==> config.mk <==
export PLATFORM = sky130hd
export DESIGN_NAME = dot_product_sequencer_flat
export DESIGN_NICKNAME = d
export VERILOG_FILES = /design/src/rtl/dot_product_sequencer_if.sv /design/src/rtl/dot_product_sequencer.sv /design/src/flat_wrapper.sv
export SDC_FILE = /design/constraint.sdc
export NUM_CORES = 1
export LEC_CHECK = 0
export CORE_MARGIN = 5
export CORE_UTILIZATION = 30
export CTS_CLUSTER_SIZE = 10
export DETAILED_ROUTE_END_ITERATION = 8
export GPL_TIMING_DRIVEN = 0
export MAX_ROUTING_LAYER = met4
export PLACE_DENSITY = 0.59
export RECOVER_POWER = 100
export REMOVE_ABC_BUFFERS = 1
export SLEW_MARGIN = 20
export SYNTH_ARGS = -nofsm -noshare
export SYNTH_HDL_FRONTEND = slang
export SYNTH_SLANG_ARGS = --single-unit
export TNS_END_PERCENT = 50
==> constraint.sdc <==
create_clock -name clock -period 3.93 [get_ports clock]
set_input_delay 0.5895 -clock clock [delete_from_list [all_inputs] [get_ports clock]]
set_output_delay 0.5895 -clock clock [all_outputs]
set_load 0.02 [all_outputs]
==> src/rtl/dot_product_sequencer_if.sv <==
// rtl/dot_product_sequencer_if.sv - operand, multiplier and result signals of the dot product sequencer
interface dot_product_sequencer_if #(
    parameter int ACC_W = 24
);
    logic                    start;
    logic signed [15:0]      bias;
    logic                    in_valid;
    logic                    in_ready;
    logic signed [7:0]       in_a;
    logic signed [7:0]       in_b;
    logic signed [7:0]       mul_dataa;
    logic signed [7:0]       mul_datab;
    logic signed [7:0]       mul_sumin;
    logic                    mul_clken;
    logic signed [15:0]      mul_result;
    logic                    out_valid;
    logic                    out_ready;
    logic signed [ACC_W-1:0] out_data;
    logic                    busy;

    modport master (
        output start, bias, in_valid, in_a, in_b, mul_result, out_ready,
        input  in_ready, mul_dataa, mul_datab, mul_sumin, mul_clken, out_valid, out_data, busy
    );

    modport slave (
        input  start, bias, in_valid, in_a, in_b, mul_result, out_ready,
        output in_ready, mul_dataa, mul_datab, mul_sumin, mul_clken, out_valid, out_data, busy
    );
endinterface

==> src/rtl/dot_product_sequencer.sv <==
// rtl/dot_product_sequencer.sv - feeds VEC_LEN operand pairs to dsp_multiplier and accumulates bias + products
// Optional build macro DOT_PRODUCT_SEQUENCER_RELU_EN clamps negative results to zero.
module dot_product_sequencer #(
    parameter int VEC_LEN = 9,
    parameter int MUL_LAT = 1,
    parameter int ACC_W   = 24
) (
    input  logic                     clock,
    input  logic                     aclr_n,
    dot_product_sequencer_if.slave   bus
);
    localparam int CNT_W = $clog2(VEC_LEN + 1);

    typedef enum logic [1:0] {IDLE, FEED, DRAIN, OUT} state_t;

    state_t                  state, state_nxt;
    logic [CNT_W-1:0]        count;
    logic [MUL_LAT:0]        tag;
    logic signed [ACC_W-1:0] acc, acc_sum, res, out_q;
    logic signed [7:0]       dataa_q, datab_q;
    logic                    hs, last_pair, acc_en, drained, clken;

    assign clken     = (state == FEED) || (state == DRAIN);
    assign hs        = bus.in_valid && (state == FEED);
    assign last_pair = (count == CNT_W'(VEC_LEN - 1));
    assign acc_en    = clken && tag[MUL_LAT];
    // Nothing is left in flight once only the last stage is occupied.
    assign drained   = (tag[MUL_LAT-1:0] == '0);

    always_comb begin
        acc_sum = acc;
        if (acc_en)
            acc_sum = acc + {{(ACC_W-16){bus.mul_result[15]}}, bus.mul_result};
    end

`ifdef DOT_PRODUCT_SEQUENCER_RELU_EN
    assign res = acc_sum[ACC_W-1] ? '0 : acc_sum;
`else
    assign res = acc_sum;
`endif

    always_comb begin
        state_nxt = state;
        case (state)
            IDLE:    if (bus.start)        state_nxt = FEED;
            FEED:    if (hs && last_pair)  state_nxt = DRAIN;
            DRAIN:   if (drained)          state_nxt = OUT;
            OUT:     if (bus.out_ready)    state_nxt = IDLE;
            default:                       state_nxt = IDLE;
        endcase
    end

    always_ff @(posedge clock or negedge aclr_n) begin
        if (!aclr_n) begin
            state   <= IDLE;
            count   <= '0;
            tag     <= '0;
            acc     <= '0;
            out_q   <= '0;
            dataa_q <= '0;
            datab_q <= '0;
        end else begin
            state <= state_nxt;
            if (state == IDLE && bus.start) begin
                acc   <= {{(ACC_W-16){bus.bias[15]}}, bus.bias};
                count <= '0;
            end else begin
                acc <= acc_sum;
            end
            if (hs) begin
                dataa_q <= bus.in_a;
                datab_q <= bus.in_b;
                count   <= count + CNT_W'(1);
            end
            // A zero tag enters on bubbles so the tag stays aligned with the multiplier pipeline.
            if (clken)
                tag <= {tag[MUL_LAT-1:0], hs};
            if (state == DRAIN && drained)
                out_q <= res;
        end
    end

    assign bus.in_ready  = (state == FEED);
    assign bus.mul_clken = clken;
    assign bus.mul_dataa = dataa_q;
    assign bus.mul_datab = datab_q;
    assign bus.mul_sumin = 8'sd0;
    assign bus.out_valid = (state == OUT);
    assign bus.out_data  = out_q;
    assign bus.busy      = (state != IDLE);
endmodule

==> src/flat_wrapper.sv <==
// flat-port wrapper written by rule: the top's interface ports become plain ports
module dot_product_sequencer_flat 
#(
    parameter int VEC_LEN = 9,
    parameter int MUL_LAT = 1,
    parameter int ACC_W   = 24
)
  (clock, aclr_n, bus_start, bus_bias, bus_in_valid, bus_in_a, bus_in_b, bus_mul_result, bus_out_ready, bus_in_ready, bus_mul_dataa, bus_mul_datab, bus_mul_sumin, bus_mul_clken, bus_out_valid, bus_out_data, bus_busy);
  dot_product_sequencer_if #(.ACC_W(ACC_W)) bus_i ();
  input  logic clock;
  input  logic aclr_n;
  input wire logic [$bits(bus_i.start)-1:0] bus_start;
  input wire logic [$bits(bus_i.bias)-1:0] bus_bias;
  input wire logic [$bits(bus_i.in_valid)-1:0] bus_in_valid;
  input wire logic [$bits(bus_i.in_a)-1:0] bus_in_a;
  input wire logic [$bits(bus_i.in_b)-1:0] bus_in_b;
  input wire logic [$bits(bus_i.mul_result)-1:0] bus_mul_result;
  input wire logic [$bits(bus_i.out_ready)-1:0] bus_out_ready;
  output wire logic [$bits(bus_i.in_ready)-1:0] bus_in_ready;
  output wire logic [$bits(bus_i.mul_dataa)-1:0] bus_mul_dataa;
  output wire logic [$bits(bus_i.mul_datab)-1:0] bus_mul_datab;
  output wire logic [$bits(bus_i.mul_sumin)-1:0] bus_mul_sumin;
  output wire logic [$bits(bus_i.mul_clken)-1:0] bus_mul_clken;
  output wire logic [$bits(bus_i.out_valid)-1:0] bus_out_valid;
  output wire logic [$bits(bus_i.out_data)-1:0] bus_out_data;
  output wire logic [$bits(bus_i.busy)-1:0] bus_busy;
  assign bus_i.start = bus_start;
  assign bus_i.bias = bus_bias;
  assign bus_i.in_valid = bus_in_valid;
  assign bus_i.in_a = bus_in_a;
  assign bus_i.in_b = bus_in_b;
  assign bus_i.mul_result = bus_mul_result;
  assign bus_i.out_ready = bus_out_ready;
  assign bus_in_ready = bus_i.in_ready;
  assign bus_mul_dataa = bus_i.mul_dataa;
  assign bus_mul_datab = bus_i.mul_datab;
  assign bus_mul_sumin = bus_i.mul_sumin;
  assign bus_mul_clken = bus_i.mul_clken;
  assign bus_out_valid = bus_i.out_valid;
  assign bus_out_data = bus_i.out_data;
  assign bus_busy = bus_i.busy;
  dot_product_sequencer #(.VEC_LEN(VEC_LEN), .MUL_LAT(MUL_LAT), .ACC_W(ACC_W)) u_core (.clock(clock), .aclr_n(aclr_n), .bus(bus_i));
endmodule
==> impl_metrics.ini <==
[routing]
vias = 3822
firstDrtPassIters = 4
ant_nets = 0
drc = 0
totalWireLength_um = 12200
via_per_inst = 5.10
wl_per_cell_um = 16.3
drtIter0Drc = 180

[flow_run]
cap_violations = 1

[die]
dieArea_mm2 = 0.0176
start_util = 0.308
die-height_um = 133
pin_count = 105
coreArea_mm2 = 0.0146
num_rows = 44
die_w_um = 133

[global_routing]
antenna_found_initial = 0
track_usage = 0.149
grt_busiest_layer = met2
use_met3 = 0.0532
grt_max_degree = 46
grt_overflow_total = 0
grtUsageMet1 = 0.176
grt_util_met2 = 0.234
grt_pass1_vias = 4113
grt_pass1_wl_um = 20500

[synthesis]
netlist_top_cells_count = dfrtp_1, a21oi_1, nand2_1
synthSimpleGateAreaFrac = 0.142
ys_types = 62
yosys_most_used_dff = dfrtp_1
yosysMostFrequentCell = dfrtp_1
synth_warnings = 0
ys_seq_area_frac = 0.399
yosys.area.top_type_share = 0.399
postSynthAreaPerCell_um2 = 9.44
async_reset_ff_frac = 1.00
synth_top_family_by_area = compound AO/OA/AOI/OAI gates
synthMuxAreaShare = 0.0626
yosys-top-cells-area = dfrtp_1, ha_1, a21oi_1
ys_ff_latch = 72
synth_area_leader_cell = dfrtp_1
synthAdderAreaFrac = 0.0876
synth_xor_area_frac = 0.0330
synth-edff-count = 0
synth_cells = 478
synth_area_mm2 = 0.00451
synth_compound_area_frac = 0.216

[cts]
cts.sinks = 72
htree_levels = 3
cts_tree = done
clock_latency_ns = 0.34
ctsHoldBuffers = 0
cts_buffers = 9
worst_setup_hold_path_clk_slew_ns = 0.06
cts_resized = 0
cts_buffer_depth = 2
postCtsSetupBuffers = 0
clockRootBuffer = clkbuf_16

[worst_hold_path]
min_path_type = register to register

[cells_and_area]
final_core_util = 0.397
syn2layout_area_growth_pct = 28.7
drive_gt1_frac = 0.0726
final_nets = 645
fin_cells = 749
antenna_cells_inserted = 0

[sta]
relSlewSlack = -0.0641
finalCritPeriodShare = 0.821
worst_slew_pin_slew_ns = 1.60
period_needed_ns = 3.23
setup_violations = 0
fmax_ghz = 0.310
slew_violations = 29
grt_setup_unrepaired = no
fin_ws_ns = 0.704
tns_ns = 0
hold_viol = 0
clock_skew_ns = 0.00751

[place]
portBuffers = 96
dp_cells = 734
gp_congestion = 0.876
dp_hpwl_um = 9210
post-place-ws_ns = 0.617

[power]
power_density_mw_per_mm2 = 870
p_leak_nw = 2.46
totalPowerFinal_mw = 5.06
ir_worst_vdd_v = 0.000356

[setup_path]
arrival_ns = 3.38
crit_fanout = 3
required_ns = 4.08
start_kind = input port
worstSetupPathType = input port to register
cp-end-kind = register

[outcome]
status = finished, violations left
violations = max-capacitance violations, max-slew violations
-- cell usage in the layout, fill, tap and decap left out, types with 5 or more instances in the layout --
| master | instances |
|---|---|
| nor3_1 | 6 |
| xnor2_1 | 8 |
| nor2_1 | 40 |
| nand2_1 | 48 |
| a211oi_1 | 5 |
| and2_1 | 5 |
| a22oi_1 | 5 |
| o21ai_0 | 33 |
| ha_1 | 30 |
| dfrtp_1 | 72 |
| clkdlybuf4s50_1 | 46 |
| dlygate4sd3_1 | 49 |
| a21o_1 | 6 |
| a21oi_1 | 53 |
| clkbuf_16 | 9 |
| inv_1 | 12 |
| mux2i_1 | 8 |
| xor2_1 | 9 |
| conb_1 | 8 |
| mux2_2 | 18 |
| nand3_1 | 14 |
-- cells by family after synthesis --
group	count (synthesis)
other cells	1
simple gates	137
buf+inv	45
mux	26
fa+ha+maj	31
flops	72
xor+xnor	17
compound gates	149
-- final timing paths --
check                                       start                     end  slack, ns  cells past startpoint
setup / recovery                bus_mul_result[0]          u_core.acc[22]       0.70                     11
hold / removal             u_core.bus.out_data[6]  u_core.bus.out_data[6]       0.48                      2
setup reg to reg                  u_core.state[0]          u_core.acc[16]       1.09                      6
hold reg to reg            u_core.bus.out_data[6]  u_core.bus.out_data[6]       0.48                      2
max in group asynchronous                  aclr_n          u_core.acc[18]       1.44                      2
min in group asynchronous                  aclr_n  u_core.bus.out_data[2]       0.63                      1
-- flip-flops by register name (all words and copies together), names as in the netlist --
register / count
u_core.acc: 24
u_core.bus.mul_dataa: 8
u_core.bus.mul_datab: 8
u_core.bus.out_data: 24
u_core.count: 4
u_core.state: 2
u_core.tag: 2
-- through the flow --
step / hold WS, ns / area [um2]
detailed placement: 0.476 / 5570
finish: 0.476 / 5810
global route: 0.512 / 5810
floorplan: 0.294 / 4320
global placement: 0.466 / 5510
CTS: 0.174 / 5890
-- power breakdown --
| group | switching, mW | internal (mW) | total [mW] |
|---|---|---|---|
| Sequential | 0.211 | 1.11 | 1.32 |
| Combinational | 1.64 | 1.20 | 2.84 |
| Clock | 0.313 | 0.586 | 0.899 |
| Total | 2.16 | 2.89 | 5.06 |
-- metal layers --
layer,part of all wire,vias up
met5,0,-
met4,0.014,0
met3,0.074,16
met2,0.47,115
met1,0.44,1811
li1,-,1880
-- critical path, cell delays in order --
cell and delay (ns):
dlygate4sd3_1 0.54, ha_1 0.23, inv_1 0.08, fa_1 0.18, nor2b_1 0.07, o31ai_1 0.41, a21oi_1 0.20, o31a_1 0.39
a211oi_2 0.29, mux2i_1 0.28, a31oi_1 0.11
-- layout make-up --
| cell class | count | area, um2 |
|---|---|---|
| inverters | 12 | 45.0 |
| repair buffers | 98 | 987 |
| well taps | 184 | 230 |
| multi-input cells | 368 | 2420 |
| fillers | 1495 | 8830 |
| flip-flops and latches | 72 | 1800 |
| clock inverters | 3 | 65.1 |
| clock buffers | 12 | 256 |
No activity file was read; power rests on OpenSTA's default activity.
